`src/rtl/hub75_pkg.sv`:
```
// Shared types and default parameters for the HUB75 scan controller.
package hub75_pkg;

  typedef enum logic [2:0] {
    ST_IDLE,
    ST_SHIFT_LO,
    ST_SHIFT_HI,
    ST_BLANK,
    ST_LATCH,
    ST_SHOW
  } state_t;

  localparam int DEF_COLS     = 64;
  localparam int DEF_ADDR_W   = 4;
  localparam int DEF_CH       = 2;
  localparam int DEF_PWM_BITS = 8;
  localparam int DEF_CLK_DIV  = 2;
  localparam int DEF_LSB_ON   = 8;

endpackage

```
`src/rtl/hub75_gamma_lut.sv`:
```
// Registered gamma-2.8 lookup for one colour component; compiled only when GAMMA_EN is defined.
`ifdef GAMMA_EN
module hub75_gamma_lut #(
  parameter int BITS = 8
) (
  input  logic            clk,
  input  logic            rst,
  input  logic [BITS-1:0] data_i,
  output logic [BITS-1:0] data_o
);

  // Table contents are fixed at elaboration; real math never reaches hardware.
  function automatic int gamma_entry(input int idx);
    real max_v;
    real x;
    max_v = real'((1 << BITS) - 1);
    x     = real'(idx) / max_v;
    return $rtoi(max_v * (x ** 2.8) + 0.5);
  endfunction

  logic [BITS-1:0] lut [1 << BITS];
  logic [BITS-1:0] data_d;
  logic [BITS-1:0] data_q;

  for (genvar gi = 0; gi < (1 << BITS); gi++) begin : g_entry
    assign lut[gi] = BITS'(gamma_entry(gi));
  end

  always_comb data_d = lut[data_i];

  always_ff @(posedge clk or negedge rst) begin
    if (!rst) data_q <= '0;
    else      data_q <= data_d;
  end

  assign data_o = data_q;

endmodule
`endif

```
`src/rtl/hub75_scan_ctrl.sv`:
```
// HUB75 LED panel scan controller: shifts bit-planes row by row with BCM display windows.
// Optional gamma correction of every component is enabled by defining GAMMA_EN.
module hub75_scan_ctrl
  import hub75_pkg::*;
#(
  parameter int COLS     = DEF_COLS,
  parameter int ADDR_W   = DEF_ADDR_W,
  parameter int CH       = DEF_CH,
  parameter int PWM_BITS = DEF_PWM_BITS,
  parameter int CLK_DIV  = DEF_CLK_DIV,
  parameter int LSB_ON   = DEF_LSB_ON
) (
  input  logic                             clk,
  input  logic                             rst,
  input  logic                             display_ena,
  input  logic [3:0]                       brightness,
  input  logic [CH*3*PWM_BITS-1:0]         ram_data,
  output logic [ADDR_W+$clog2(COLS)-1:0]   ram_address,
  output logic [CH*3-1:0]                  display_rgb,
  output logic [ADDR_W-1:0]                d_addr,
  output logic                             d_clk,
  output logic                             d_lat,
  output logic                             d_oe,
  output logic                             frame_start
);

  localparam int CW       = $clog2(COLS);
  localparam int PW       = (PWM_BITS > 1) ? $clog2(PWM_BITS) : 1;
  localparam int SHOW_MAX = LSB_ON << (PWM_BITS - 1);
  localparam int SW       = $clog2(SHOW_MAX + 1);
  localparam int TW       = $clog2(((CLK_DIV > SHOW_MAX) ? CLK_DIV : SHOW_MAX) + 1);

  state_t           state_q, state_d;
  logic [TW-1:0]    tick_q, tick_d;
  logic [CW-1:0]    col_q, col_d;
  logic [ADDR_W-1:0] row_q, row_d;
  logic [PW-1:0]    plane_q, plane_d;
  logic [SW-1:0]    on_len_q, on_len_d;
  logic [CH*3-1:0]  display_rgb_q, display_rgb_d;
  logic [ADDR_W-1:0] d_addr_q, d_addr_d;
  logic             frame_start_q, frame_start_d;

  logic [CH*3-1:0]  rgb_bits;
  logic [SW-1:0]    show_len;
  logic [SW+3:0]    prod;
  logic [SW-1:0]    on_calc;
  logic             div_last, show_last, col_last, plane_last, row_last;

  // Each component selects its bit for the current plane, optionally after the gamma LUT.
  for (genvar gi = 0; gi < CH*3; gi++) begin : g_comp
    logic [PWM_BITS-1:0] comp;
`ifdef GAMMA_EN
    hub75_gamma_lut #(.BITS(PWM_BITS)) u_gamma (
      .clk    (clk),
      .rst    (rst),
      .data_i (ram_data[gi*PWM_BITS +: PWM_BITS]),
      .data_o (comp)
    );
`else
    assign comp = ram_data[gi*PWM_BITS +: PWM_BITS];
`endif
    assign rgb_bits[gi] = comp[plane_q];
  end

  always_comb begin
    show_len   = SW'(LSB_ON) << plane_q;
    prod       = (SW+4)'(show_len) * (SW+4)'(brightness) + (SW+4)'(show_len);
    on_calc    = SW'(prod >> 4);
    div_last   = (tick_q == TW'(CLK_DIV - 1));
    show_last  = (tick_q == TW'(show_len) - TW'(1));
    col_last   = (col_q == CW'(COLS - 1));
    plane_last = (plane_q == PW'(PWM_BITS - 1));
    row_last   = &row_q;
  end

  always_ff @(posedge clk or negedge rst) begin
    if (!rst) state_q <= ST_IDLE;
    else      state_q <= state_d;
  end

  always_comb begin
    state_d = state_q;
    case (state_q)
      ST_IDLE:     if (display_ena) state_d = ST_SHIFT_LO;
      ST_SHIFT_LO: if (div_last) state_d = ST_SHIFT_HI;
      ST_SHIFT_HI: if (div_last) state_d = col_last ? ST_BLANK : ST_SHIFT_LO;
      ST_BLANK:    state_d = ST_LATCH;
      ST_LATCH:    if (div_last) state_d = ST_SHOW;
      ST_SHOW:     if (show_last) state_d = display_ena ? ST_SHIFT_LO : ST_IDLE;
      default:     state_d = ST_IDLE;
    endcase
  end

  always_comb begin
    tick_d        = (state_d != state_q || state_q == ST_IDLE) ? '0 : tick_q + TW'(1);
    col_d         = col_q;
    row_d         = row_q;
    plane_d       = plane_q;
    on_len_d      = on_len_q;
    display_rgb_d = display_rgb_q;
    d_addr_d      = d_addr_q;
    frame_start_d = 1'b0;
    if (state_q == ST_IDLE && display_ena) frame_start_d = 1'b1;
    if (state_q == ST_SHIFT_LO && div_last) display_rgb_d = rgb_bits;
    if (state_q == ST_SHIFT_HI && div_last) col_d = col_q + CW'(1);
    if (state_q == ST_BLANK) d_addr_d = row_q;
    if (state_q == ST_LATCH && div_last) on_len_d = (on_calc == '0) ? SW'(1) : on_calc;
    if (state_q == ST_SHOW && show_last) begin
      if (!display_ena) begin
        // Stopping always rewinds so a later enable starts a fresh frame.
        plane_d = '0;
        row_d   = '0;
      end else begin
        plane_d = plane_last ? '0 : plane_q + PW'(1);
        if (plane_last) row_d = row_q + ADDR_W'(1);
        frame_start_d = plane_last && row_last;
      end
    end
  end

  always_ff @(posedge clk or negedge rst) begin
    if (!rst) begin
      tick_q        <= '0;
      col_q         <= '0;
      row_q         <= '0;
      plane_q       <= '0;
      on_len_q      <= '0;
      display_rgb_q <= '0;
      d_addr_q      <= '0;
      frame_start_q <= 1'b0;
    end else begin
      tick_q        <= tick_d;
      col_q         <= col_d;
      row_q         <= row_d;
      plane_q       <= plane_d;
      on_len_q      <= on_len_d;
      display_rgb_q <= display_rgb_d;
      d_addr_q      <= d_addr_d;
      frame_start_q <= frame_start_d;
    end
  end

  // Panel strobes decode straight from state so reset blanks the panel immediately.
  always_comb begin
    d_clk = 1'b0;
    d_lat = 1'b0;
    d_oe  = 1'b1;
    case (state_q)
      ST_SHIFT_HI: d_clk = 1'b1;
      ST_LATCH:    d_lat = 1'b1;
      ST_SHOW:     d_oe  = !(tick_q < TW'(on_len_q));
      default:     ;
    endcase
  end

  assign ram_address = {row_q, col_q};
  assign display_rgb = display_rgb_q;
  assign d_addr      = d_addr_q;
  assign frame_start = frame_start_q;

endmodule

```
`config.mk`:
```
export PLATFORM = sky130hd
export DESIGN_NAME = hub75_scan_ctrl
export DESIGN_NICKNAME = d
export VERILOG_FILES = /design/src/rtl/hub75_pkg.sv /design/src/rtl/hub75_gamma_lut.sv /design/src/rtl/hub75_scan_ctrl.sv
export SDC_FILE = /design/constraint.sdc
export NUM_CORES = 1
export LEC_CHECK = 0
export ABC_AREA = 0
export CAP_MARGIN = 15
export CORE_MARGIN = 8
export CORE_UTILIZATION = 59
export CTS_BUF_LIST = sky130_fd_sc_hd__clkbuf_2
export DETAILED_ROUTE_END_ITERATION = 8
export PLACE_DENSITY = 0.87
export SYNTH_ARGS = -nofsm -noshare
export SYNTH_HDL_FRONTEND = slang
export SYNTH_HIERARCHICAL = 1
export SYNTH_SLANG_ARGS = --single-unit
```
`constraint.sdc`:
```
create_clock -name clk -period 10 [get_ports clk]
set_input_delay 1.5 -clock clk [delete_from_list [all_inputs] [get_ports clk]]
set_output_delay 1.5 -clock clk [all_outputs]
set_load 0.01 [all_outputs]
```
# Word level (Yosys, flattened, before mapping)
# Cells that the tools add are included.
# word_totals
regBits,49
input_bits,55
output_inout_bits,24
wordCells,74
# classes
addsub,6
mul,1
order_cmp,2
eq_ne,11
shifts,1
n_mux,32
reduce_logical,12
# op_table
operator,count
two-way mux 11 bit,2
two-way mux 3 bit,7
binary-select mux 1 bit (select 3 bit),6
case mux 3 bit (6 select lines),1
adder 15 x 11 -> 15 bit,1
multiplier 11 x 4 -> 15 bit,1
two-way mux 1 bit,13
adder 11 x 1 -> 11 bit (second input constant),1
equality test 11 x 1 -> 1 bit (second input constant),1
equality test 11 bit,1
zero test 11 bit,1
less-than comparator 11 bit,1
left shift 4 x 3 -> 11 bit (first input constant),1
subtractor 11 x 1 -> 11 bit (second input constant),1
equality test 3 bit (second input constant),3
two-way mux 4 bit,2
adder 6 x 1 -> 6 bit (second input constant),1
equality test 3 x 2 -> 1 bit (second input constant),2
equality test 6 bit (second input constant),1
logical AND 1 bit,6
adder 4 x 1 -> 4 bit (second input constant),1
less-than comparator 3 x 4 -> 1 bit (second input constant),1
AND reduction 4 bit,1
adder 3 x 1 -> 3 bit (second input constant),1
8 further kinds,8

# Depth between registers and ports, before layout
# Gate-level depths: netlist of run 1.
# depth
word_depth,8
mapped_depth,20
ltp_nobuf,18

# Worst setup path after synthesis of run 1
# Ideal clock, no wire load.
# synth_timing
kind,flip-flop to flip-flop
start,reg plane_q[0]
end,reg on_len_q[0]
setup_ps,77
t_arrival_ps,5030
required_time_ps,9923
setup_slack_ps,4892
path_stages_with_launch,20
path_buffers,2
period_less_slack_ps,5108
path_cell_list,dfrtp_1 buf_1 inv_1 ha_1 clkbuf_1 nor2b_1 and2_1 fa_1 fa_1 inv_1 fa_1 inv_1 ha_1 a2111oi_0 o21ai_0 a31o_2 a21oi_1 xor2_1 nand4_1 a21oi_1
# synth_between
elab_chain_cells,5
# synth_lines
item,line_no,rtl
from (decl),hub75_scan_ctrl.sv:37,"logic [PW-1:0] plane_q, plane_d;"
from (signal assigned),hub75_scan_ctrl.sv:135,plane_q <= plane_d;
left shift 4 x 3 -> 11 bit *,hub75_scan_ctrl.sv:66,show_len = SW'(LSB_ON) << plane_q;
multiplier 11 x 4 -> 15 bit,hub75_scan_ctrl.sv:67,prod = (SW+4)'(show_len) * (SW+4)'(brightness) + (SW+4)'(show_len);
adder 15 x 11 -> 15 bit *,hub75_scan_ctrl.sv:67,
zero test 11 bit,hub75_scan_ctrl.sv:107,if (state_q == ST_LATCH && div_last) on_len_d = (on_calc == '0) ? SW'(1) : on_calc;
two-way mux 11 bit *,hub75_scan_ctrl.sv:107,
to (signal assigned),hub75_scan_ctrl.sv:136,on_len_q <= on_len_d;
to (decl),hub75_scan_ctrl.sv:38,"logic [SW-1:0] on_len_q, on_len_d;"
# Mark *: on every way between the ends. The rest lies on a longest branch, timed or not.
# A chain may end at the register's enable or synchronous reset.

# Final worst setup path of run 1
# Same ends and word-level chain as after synthesis.

==> results of run 1 <==
worst max-delay path: stages, from the launching register on:
cell and delay (ns):
dfrtp_1 0.95, inv_1 0.21, ha_1 0.43, nor2b_1 0.26, and2_1 0.25, fa_1 0.53
fa_1 0.56, inv_1 0.06, fa_1 0.50, inv_1 0.04, ha_1 0.23, a2111oi_0 0.54
o21ai_0 0.28, a31o_2 0.31, a21oi_1 0.16, xor2_1 0.19, nand4_1 0.10, a21oi_1 0.14
path summary, 6_finish.rpt:
path | from | endpoint | slack, ns | cells past startpoint
max | plane_q[0]$_DFFE_PN0P_ | on_len_q[0]$_DFFE_PN0P_ | 4.21 | 17
min | on_len_q[2]$_DFFE_PN0P_ | on_len_q[2]$_DFFE_PN0P_ | 0.52 | 2
max reg2reg | plane_q[0]$_DFFE_PN0P_ | on_len_q[0]$_DFFE_PN0P_ | 4.21 | 17
min reg2reg | on_len_q[2]$_DFFE_PN0P_ | on_len_q[2]$_DFFE_PN0P_ | 0.52 | 2
max in group asynchronous | rst | on_len_q[5]$_DFFE_PN0P_ | 8.47 | 2
min in group asynchronous | rst | tick_q[0]$_DFF_PN0_ | 1.09 | 2
routing by layer:
metal,global-route usage (%),up-vias,share of wire (%)
met2,38.1,103,52
li1,-,1691,-
met3,3.64,14,5.1
met1,26.2,1781,42
met4,4.58,0,1.2
met5,0,-,0
registers in the layout (all words and copies together), names as in the netlist:
signal	cells
tick_q	11
on_len_q	11
row_q	4
plane_q	3
col_q	6
d_addr	4
display_rgb	6
frame_start	1
state_q	3
through the flow:
| step | area [sq um] | utilization [%] | hold slack [ns] |
|---|---|---|---|
| 2_1_floorplan | 4290 | - | 0.450 |
| 3_3_place_gp | 5130 | 71.9 | 0.464 |
| 3_5_place_dp | 5130 | 71.9 | 0.476 |
| 4_1_cts | 5170 | 72.5 | 0.524 |
| 5_1_grt | 5170 | 72.5 | 0.547 |
| 6_report | 5170 | 72.5 | 0.517 |
cell type report:
class / count / area, sq um
well taps: 99 / 124
multi-input cells: 338 / 2820
fillers: 530 / 1960
inverters: 48 / 180
flip-flops and latches: 49 / 1230
clock inverters: 3 / 17.5
clock buffers: 5 / 25.0
repair buffers: 79 / 783
placed cells by master (no fill, tap or decap), types with 3 or more instances in the layout:
cell,count
xnor2_1,14
clkbuf_2,5
nor2b_1,8
ha_1,39
mux2_2,8
a21oi_1,11
clkdlybuf4s50_1,77
a21o_1,5
nor3_1,8
nor2_1,23
inv_1,47
a211o_1,3
fa_1,19
xor2_1,15
mux2i_1,14
and2_1,14
dfrtp_1,49
nand2_1,46
nand3_1,15
nand4_1,5
nand2b_1,4
mux4_2,12
o21ai_0,24
and3_1,13
a31oi_1,3
and2_2,3
report_power, final:
part	internal, W	switching (W)	leakage [nW]
Combinational	0.000128	0.000128	1.82
Clock	0.0000163	0.0000682	0.0287
Sequential	0.000243	0.0000426	0.631
Total	0.000387	0.000239	2.48
kinds of logic after synthesis:
group,share of synthesized area [%]
compound gates,9.30
flops,28.6
buf+inv,5.74
xor+xnor,5.92
fa+ha+maj,20.2
simple gates,18.5
mux,11.7
==> impl_metrics.py, run 1 <==
metrics = {
    "synthesis": {
        "yosys.area.top_type": "dfrtp_1",
        "synth_ff_type": "dfrtp_1",
        "synth_most_common_cell": "dfrtp_1",
        "synth_seq_cells": 49,
        "ys_warn_count": 6,
        "synth.distinct_cells": 52,
        "synth_area_leaders": "dfrtp_1, ha_1, fa_1, mux4_2, inv_1",
        "async_reset_ff_share_pct": 100,
        "synth_top_area_share_pct": 28.6,
        "synth_common_cells": "dfrtp_1, inv_1, nand2_1, ha_1, o21ai_0",
        "syn_inst": 449,
        "syn_area_sq_um": 4290,
        "seq_area_frac_synth_pct": 28.6,
        "syn_nets": 562,
        "synth-edff-count": 0,
        "avgSynthCellArea_sq_um": 9.56,
    },
    "layout": {
        "nets": 634,
        "final_cells": 621,
        "drive_gt1_share_pct": 7.66,
        "areaGrowthSynthToFinish_pct": 20.6,
        "diodes": 0,
    },
    "sta": {
        "final.period_utilization_pct": 57.9,
        "max_freq_mhz": 173,
        "setup_violations": 0,
        "layout_setup_ws_ns": 4.21,
        "finClkSkew_ns": 0.0143,
        "worst_slew_pin_slew_ns": 0.842,
        "layout_min_cycle_time_ns": 5.79,
        "tns_ns": 0,
        "slew_violations": 0,
        "rsz0062_at_grt": "no",
        "finalHoldViolCount": 0,
        "slew_headroom_pct": 43.9,
    },
    "worst_setup_path": {
        "worstSetupPathType": "reg2reg",
        "cp_data_arrival_time_ns": 6.20,
        "endpoint_kind": "flop",
        "path_max_fanout": 15,
        "cp.required_ns": 10.41,
        "worstSetupStartpointType": "flop",
    },
    "clock_network": {
        "cts-root-buf": "clkbuf_2",
        "post_cts_buffers": 0,
        "holdBufCountCts": 0,
        "cts_tree": "done",
        "clk_latency_ns": 0.45,
        "cts.sinks": 49,
        "h-tree-depth": 2,
        "clk_pin_slew_ns": 0.26,
        "clk_path_buf_depth": 2,
        "numCtsBuffers": 5,
        "cts_resized": 0,
    },
    "routing": {
        "dr.pass1.iters": 5,
        "ant_nets": 0,
        "post_drt_wl_per_cell_um": 17.1,
        "first_iter_violations": 195,
        "viasPerCell": 5.78,
        "drc": 0,
        "dr_total_vias": 3589,
        "routed_wirelength_um": 10600,
    },
    "grt": {
        "grt_usage_pct": 21.3,
        "grt_pass1_wl_um": 17700,
        "grt_max_degree": 50,
        "antenna_found_initial": 0,
        "grt_pass1_vias": 3709,
        "grt_overflow_total": 0,
    },
    "power_and_ir_drop": {
        "peakVddDrop_v": 0.000114,
        "power-per-cell-area_nw_per_um2": 121,
        "p_leak_nw": 2.48,
        "total_power_w": 0.000625,
    },
    "floorplan": {
        "rows": 31,
        "dieArea_sq_um": 10300,
        "die_h_um": 101,
        "start_util_pct": 60.1,
        "core-area_sq_um": 7140,
        "ios": 79,
        "die_w_um": 101,
    },
    "place": {
        "post-dp-hpwl_um": 8560,
        "gp_congestion": 0.861,
        "post-place-ws_ns": 3.84,
        "placed_cells": 613,
        "numPortBuffers": 78,
    },
    "run_status": {
        "status": "complete, no violations",
    },
    "job": {
        "drv_cap": 0,
    },
    "hold_path": {
        "min_path_type": "reg2reg",
    },
}
Note: power is estimated with default switching activity, not from simulation.
==> run 2, diff against run 1 <==
--- a/config.mk
+++ b/config.mk
@@ -8,10 +8,10 @@
 export ABC_AREA = 0
 export CAP_MARGIN = 15
 export CORE_MARGIN = 8
-export CORE_UTILIZATION = 59
+export CORE_UTILIZATION = 55
 export CTS_BUF_LIST = sky130_fd_sc_hd__clkbuf_2
 export DETAILED_ROUTE_END_ITERATION = 8
-export PLACE_DENSITY = 0.87
+export PLACE_DENSITY = 0.81
 export SYNTH_ARGS = -nofsm -noshare
 export SYNTH_HDL_FRONTEND = slang
 export SYNTH_HIERARCHICAL = 1
==> constraint.sdc (replaced) <==
create_clock -name clk -period 5.9 [get_ports clk]
set_input_delay 0.885 -clock clk [delete_from_list [all_inputs] [get_ports clk]]
set_output_delay 0.885 -clock clk [all_outputs]
set_load 0.01 [all_outputs]
==> impl_metrics.py, run 2 (synthesized netlist as in run 1, its figures left out) <==
metrics = {
    "power_and_ir_drop": {
        "power-per-cell-area_nw_per_um2": 203,
        "intPower_w": 0.000658,
        "peakVddDrop_v": 0.000190,
        "p_sw_w": 0.000397,
        "p_leak_nw": 2.49,
        "pwr-share-comb_pct": 40.8,
        "total_power_w": 0.00106,
        "seq_power_share_pct": 45.6,
        "power_switching_share_pct": 37.6,
        "p_clk_share_pct": 13.6,
    },
    "clock_network": {
        "cts_resized": 0,
        "holdBufCountCts": 0,
        "clk_path_buf_depth": 2,
        "cts-root-buf": "clkbuf_2",
        "cts_tree": "done",
        "h-tree-depth": 2,
        "post_cts_buffers": 0,
        "cts.sinks": 49,
        "clk_latency_ns": 0.43,
        "numCtsBuffers": 5,
        "clk_pin_slew_ns": 0.26,
    },
    "layout": {
        "mostFrequentLayoutCells": "clkdlybuf4s50_1, dfrtp_1, inv_1",
        "diodes": 0,
        "postLayoutCoreUtil_pct": 68.0,
        "final_common_cell": "clkdlybuf4s50_1",
        "top_regs": "on_len_q x11, tick_q x11",
        "nets": 635,
        "drive_gt1_share_pct": 7.84,
        "areaGrowthSynthToFinish_pct": 21.2,
    },
    "sta": {
        "layout_min_cycle_time_ns": 5.29,
        "finClkSkew_ns": 0.0145,
        "layout_setup_ws_ns": 0.607,
        "worst_slew_pin_slew_ns": 0.652,
        "tns_ns": 0,
        "slew_violations": 0,
        "final.period_utilization_pct": 89.7,
        "setup_violations": 0,
        "finalHoldViolCount": 0,
        "rsz0062_at_grt": "no",
        "slew_headroom_pct": 56.2,
        "max_freq_mhz": 189,
    },
    "grt": {
        "grt_pass1_wl_um": 17700,
        "grt.busiest_layer": "met2",
        "antenna_found_initial": 0,
        "grt_overflow_total": 0,
        "met2_usage_pct": 32.5,
        "grt_max_degree": 50,
        "grt_pass1_vias": 3650,
        "grt_usage_pct": 19.2,
        "gr-usage-met1_pct": 24.1,
        "met3_usage_pct": 4.09,
    },
    "routing": {
        "dr_total_vias": 3514,
        "ant_nets": 0,
        "post_drt_wl_per_cell_um": 16.7,
        "first_iter_violations": 152,
        "routed_wirelength_um": 10500,
        "drc": 0,
        "viasPerCell": 5.62,
        "dr.pass1.iters": 4,
    },
    "floorplan": {
        "start_util_pct": 56.1,
        "rows": 32,
        "die_h_um": 104,
        "ios": 79,
        "dieArea_sq_um": 10900,
        "die_w_um": 104,
        "core-area_sq_um": 7650,
    },
    "place": {
        "numPortBuffers": 78,
        "post-dp-hpwl_um": 8420,
        "gp_congestion": 0.867,
        "post-place-ws_ns": 0.615,
    },
    "worst_setup_path": {
        "crit_buf_inv": 1,
        "crit_path_cell_trace": "ha_1 -> nor2b_1 -> nand2_1 -> fa_1 -> fa_1 -> fa_1 -> inv_1 -> ha_1 -> a211oi_1 -> o21bai_1 -> o21a_1 -> a2111oi_0 -> nor3_1 -> nand4_1 -> a21oi_1",
        "cp.required_ns": 6.26,
        "cp_common_cell": "fa_1",
        "path_max_fanout": 18,
        "worstSetupPathType": "reg2reg",
        "crit_family": "adder cells",
        "crit_path_max_incr_delay_ns": 0.83,
        "worstSetupStartpointType": "flop",
        "cp_data_arrival_time_ns": 5.65,
        "endpoint_kind": "flop",
        "cpMaxStageDelayCell": "dfrtp_1",
    },
    "run_status": {
        "status": "complete, no violations",
    },
    "hold_path": {
        "min_path_type": "in2async",
    },
    "job": {
        "drv_cap": 0,
    },
}
## run 2: path summary, 6_finish.rpt
kind                                               from                      end  slack, ns  cells past startpoint
worst max-delay path             plane_q[1]$_DFFE_PN0P_  on_len_q[0]$_DFFE_PN0P_       0.61                     15
worst min-delay path                                rst      tick_q[3]$_DFF_PN0_       0.25                      1
max in group asynchronous                           rst    d_addr[0]$_DFFE_PN0P_       5.15                      2
worst max register to register   plane_q[1]$_DFFE_PN0P_  on_len_q[0]$_DFFE_PN0P_       0.61                     15
min in group clk                on_len_q[9]$_DFFE_PN0P_  on_len_q[9]$_DFFE_PN0P_       0.52                      2
worst min register to register  on_len_q[9]$_DFFE_PN0P_  on_len_q[9]$_DFFE_PN0P_       0.52                      2
## run 2: area by class of cell
| cell class | count | area [sq um] |
|---|---|---|
| clock buffer | 5 | 25.0 |
| clock inverter | 3 | 21.3 |
| fill | 595 | 2450 |
| inverter | 48 | 180 |
| multi-input combinational | 338 | 2820 |
| sequential | 49 | 1230 |
| tap | 102 | 128 |
| timing repair buffer | 80 | 803 |
## run 2: power groups by stage
stage	sequential (W)	clock, W	combinational [W]
after floorplan	0.000474	0	0.000258
after global placement	0.000483	0	0.000415
after detailed placement	0.000489	0	0.000427
after CTS	0.000482	0.000149	0.000431
after global routing	0.000494	0.000157	0.000484
final	0.000481	0.000144	0.000431
## run 2: through the flow
stage	cell area [sq um]	instances	hold WS, ns
final	5200	625	0.255
after global routing	5200	625	0.225
after CTS	5180	624	0.520
after detailed placement	5130	616	0.471
after global placement	5130	616	0.464
after floorplan	4290	449	0.450
## run 2: per-layer routing
layer	vias up	share of wire (%)
met3	21	5.9
met1	1688	44
met5	-	0
met4	0	2.1
li1	1697	-
met2	108	48
==> run 3, diff against run 2 <==
--- a/config.mk
+++ b/config.mk
@@ -11,7 +11,7 @@
 export CORE_UTILIZATION = 55
 export CTS_BUF_LIST = sky130_fd_sc_hd__clkbuf_2
 export DETAILED_ROUTE_END_ITERATION = 8
-export PLACE_DENSITY = 0.81
+export PLACE_DENSITY = 0.94
 export SYNTH_ARGS = -nofsm -noshare
 export SYNTH_HDL_FRONTEND = slang
 export SYNTH_HIERARCHICAL = 1
==> impl_metrics.py, run 3 (synthesized netlist as in run 1, its figures left out) <==
metrics = {
    "run_status": {
        "status": "complete, no violations",
    },
    "clock_network": {
        "h-tree-depth": 2,
        "clk_latency_ns": 0.45,
        "clk_pin_slew_ns": 0.24,
        "cts_resized": 0,
        "cts.sinks": 49,
        "post_cts_buffers": 0,
        "clk_path_buf_depth": 2,
        "numCtsBuffers": 5,
        "holdBufCountCts": 0,
        "cts-root-buf": "clkbuf_2",
        "cts_tree": "done",
    },
    "worst_setup_path": {
        "crit_path_cell_trace": "ha_1 -> nor2b_1 -> nand2_1 -> fa_1 -> fa_1 -> fa_1 -> inv_1 -> ha_1 -> a211oi_1 -> o21bai_1 -> o21a_1 -> a2111oi_0 -> nor3_1 -> o21ai_0",
        "cp_data_arrival_time_ns": 5.91,
        "endpoint_kind": "flop",
        "cpMaxStageDelayCell": "dfrtp_1",
        "crit_path_max_incr_delay_ns": 0.84,
        "cp.required_ns": 6.26,
        "worstSetupStartpointType": "flop",
        "cp_common_cell": "fa_1",
        "path_max_fanout": 18,
        "worstSetupPathType": "reg2reg",
    },
    "layout": {
        "diodes": 0,
        "drive_gt1_share_pct": 7.84,
        "final_common_cell": "clkdlybuf4s50_1",
        "mostFrequentLayoutCells": "clkdlybuf4s50_1, dfrtp_1, inv_1",
        "nets": 635,
        "areaGrowthSynthToFinish_pct": 21.5,
        "top_regs": "on_len_q x11, tick_q x11",
    },
    "sta": {
        "tns_ns": 0,
        "finClkSkew_ns": 0.0210,
        "slew_violations": 0,
        "worst_slew_pin_slew_ns": 0.723,
        "layout_setup_ws_ns": 0.345,
        "setup_violations": 0,
        "finalHoldViolCount": 0,
        "rsz0062_at_grt": "no",
        "layout_min_cycle_time_ns": 5.56,
        "slew_headroom_pct": 51.8,
        "max_freq_mhz": 180,
        "final.period_utilization_pct": 94.2,
    },
    "grt": {
        "grt_pass1_wl_um": 19100,
        "grt_overflow_total": 0,
        "antenna_found_initial": 0,
        "grt_usage_pct": 21.1,
        "grt_max_degree": 50,
        "grt_pass1_vias": 3883,
    },
    "routing": {
        "routed_wirelength_um": 11400,
        "dr.pass1.iters": 5,
        "viasPerCell": 5.91,
        "dr_total_vias": 3696,
        "first_iter_violations": 397,
        "drc": 0,
        "post_drt_wl_per_cell_um": 18.3,
        "ant_nets": 0,
    },
    "job": {
        "drv_cap": 0,
    },
    "floorplan": {
        "ios": 79,
        "rows": 32,
        "start_util_pct": 56.1,
        "die_h_um": 104,
        "die_w_um": 104,
        "dieArea_sq_um": 10900,
        "core-area_sq_um": 7650,
    },
    "place": {
        "post-dp-hpwl_um": 8950,
        "post-place-ws_ns": 0.575,
        "numPortBuffers": 78,
        "gp_congestion": 0.900,
    },
    "power_and_ir_drop": {
        "peakVddDrop_v": 0.000268,
        "p_leak_nw": 2.50,
        "power-per-cell-area_nw_per_um2": 213,
        "total_power_w": 0.00111,
    },
    "hold_path": {
        "min_path_type": "in2async",
    },
}
==> run 3: layer usage <==
| metal | vias to the layer above | share of wire, % | global-route usage, % | routed length [um] |
|---|---|---|---|---|
| li1 | 1698 | - | - | - |
| met1 | 1827 | 38 | 24.5 | 4370 |
| met2 | 149 | 53 | 37.6 | 6060 |
| met3 | 22 | 6.5 | 4.52 | 739 |
| met4 | 0 | 2.0 | 6.93 | 232 |
| met5 | - | 0 | 0 | 0 |
==> run 3: path summary, 6_finish.rpt <==
check / slack [ns] / cells past startpoint / start / end
setup / recovery: 0.34 / 14 / plane_q[1]$_DFFE_PN0P_ / on_len_q[10]$_DFFE_PN0P_
hold / removal: 0.49 / 2 / rst / display_rgb[5]$_DFFE_PN0P_
setup reg to reg: 0.34 / 14 / plane_q[1]$_DFFE_PN0P_ / on_len_q[10]$_DFFE_PN0P_
hold reg to reg: 0.52 / 2 / on_len_q[5]$_DFFE_PN0P_ / on_len_q[5]$_DFFE_PN0P_
max in group asynchronous: 4.99 / 2 / rst / on_len_q[8]$_DFFE_PN0P_
min in group clk: 0.52 / 2 / on_len_q[5]$_DFFE_PN0P_ / on_len_q[5]$_DFFE_PN0P_
==> run 3: metrics by stage <==
stage	utilization [%]	cell area [sq um]	hold slack, ns	instances
3_5_place_dp	67.2	5140	0.470	617
5_1_grt	68.1	5210	0.498	625
3_3_place_gp	67.2	5140	0.463	617
2_1_floorplan	-	4290	0.450	449
4_1_cts	68.1	5210	0.486	625
6_report	68.1	5210	0.491	625
==> run 3: layout make-up <==
class / count / area (sq um)
multi-input combinational: 338 / 2820
tap: 102 / 128
clock buffer: 6 / 30.0
clock inverter: 2 / 38.8
inverter: 48 / 180
sequential: 49 / 1230
fill: 539 / 2440
timing repair buffer: 80 / 791
==> run 3: power breakdown <==
| part | internal (W) | leakage (nW) | total [W] | switching (W) |
|---|---|---|---|---|
| clock network | 0.0000742 | 0.0432 | 0.000184 | 0.000110 |
| logic | 0.000218 | 1.82 | 0.000443 | 0.000225 |
| registers | 0.000411 | 0.631 | 0.000485 | 0.0000738 |
==> run 3: worst max-delay path, delay by kind of cell (launching register included) <==
family / cells / cell delay, ns
adder cells (fa/ha/maj): 5 / 2.49
buffers and inverters: 1 / 0.04
flip-flops: 1 / 0.84
AND/OR/NAND/NOR: 3 / 0.62
AO/OA/AOI/OAI: 5 / 1.47
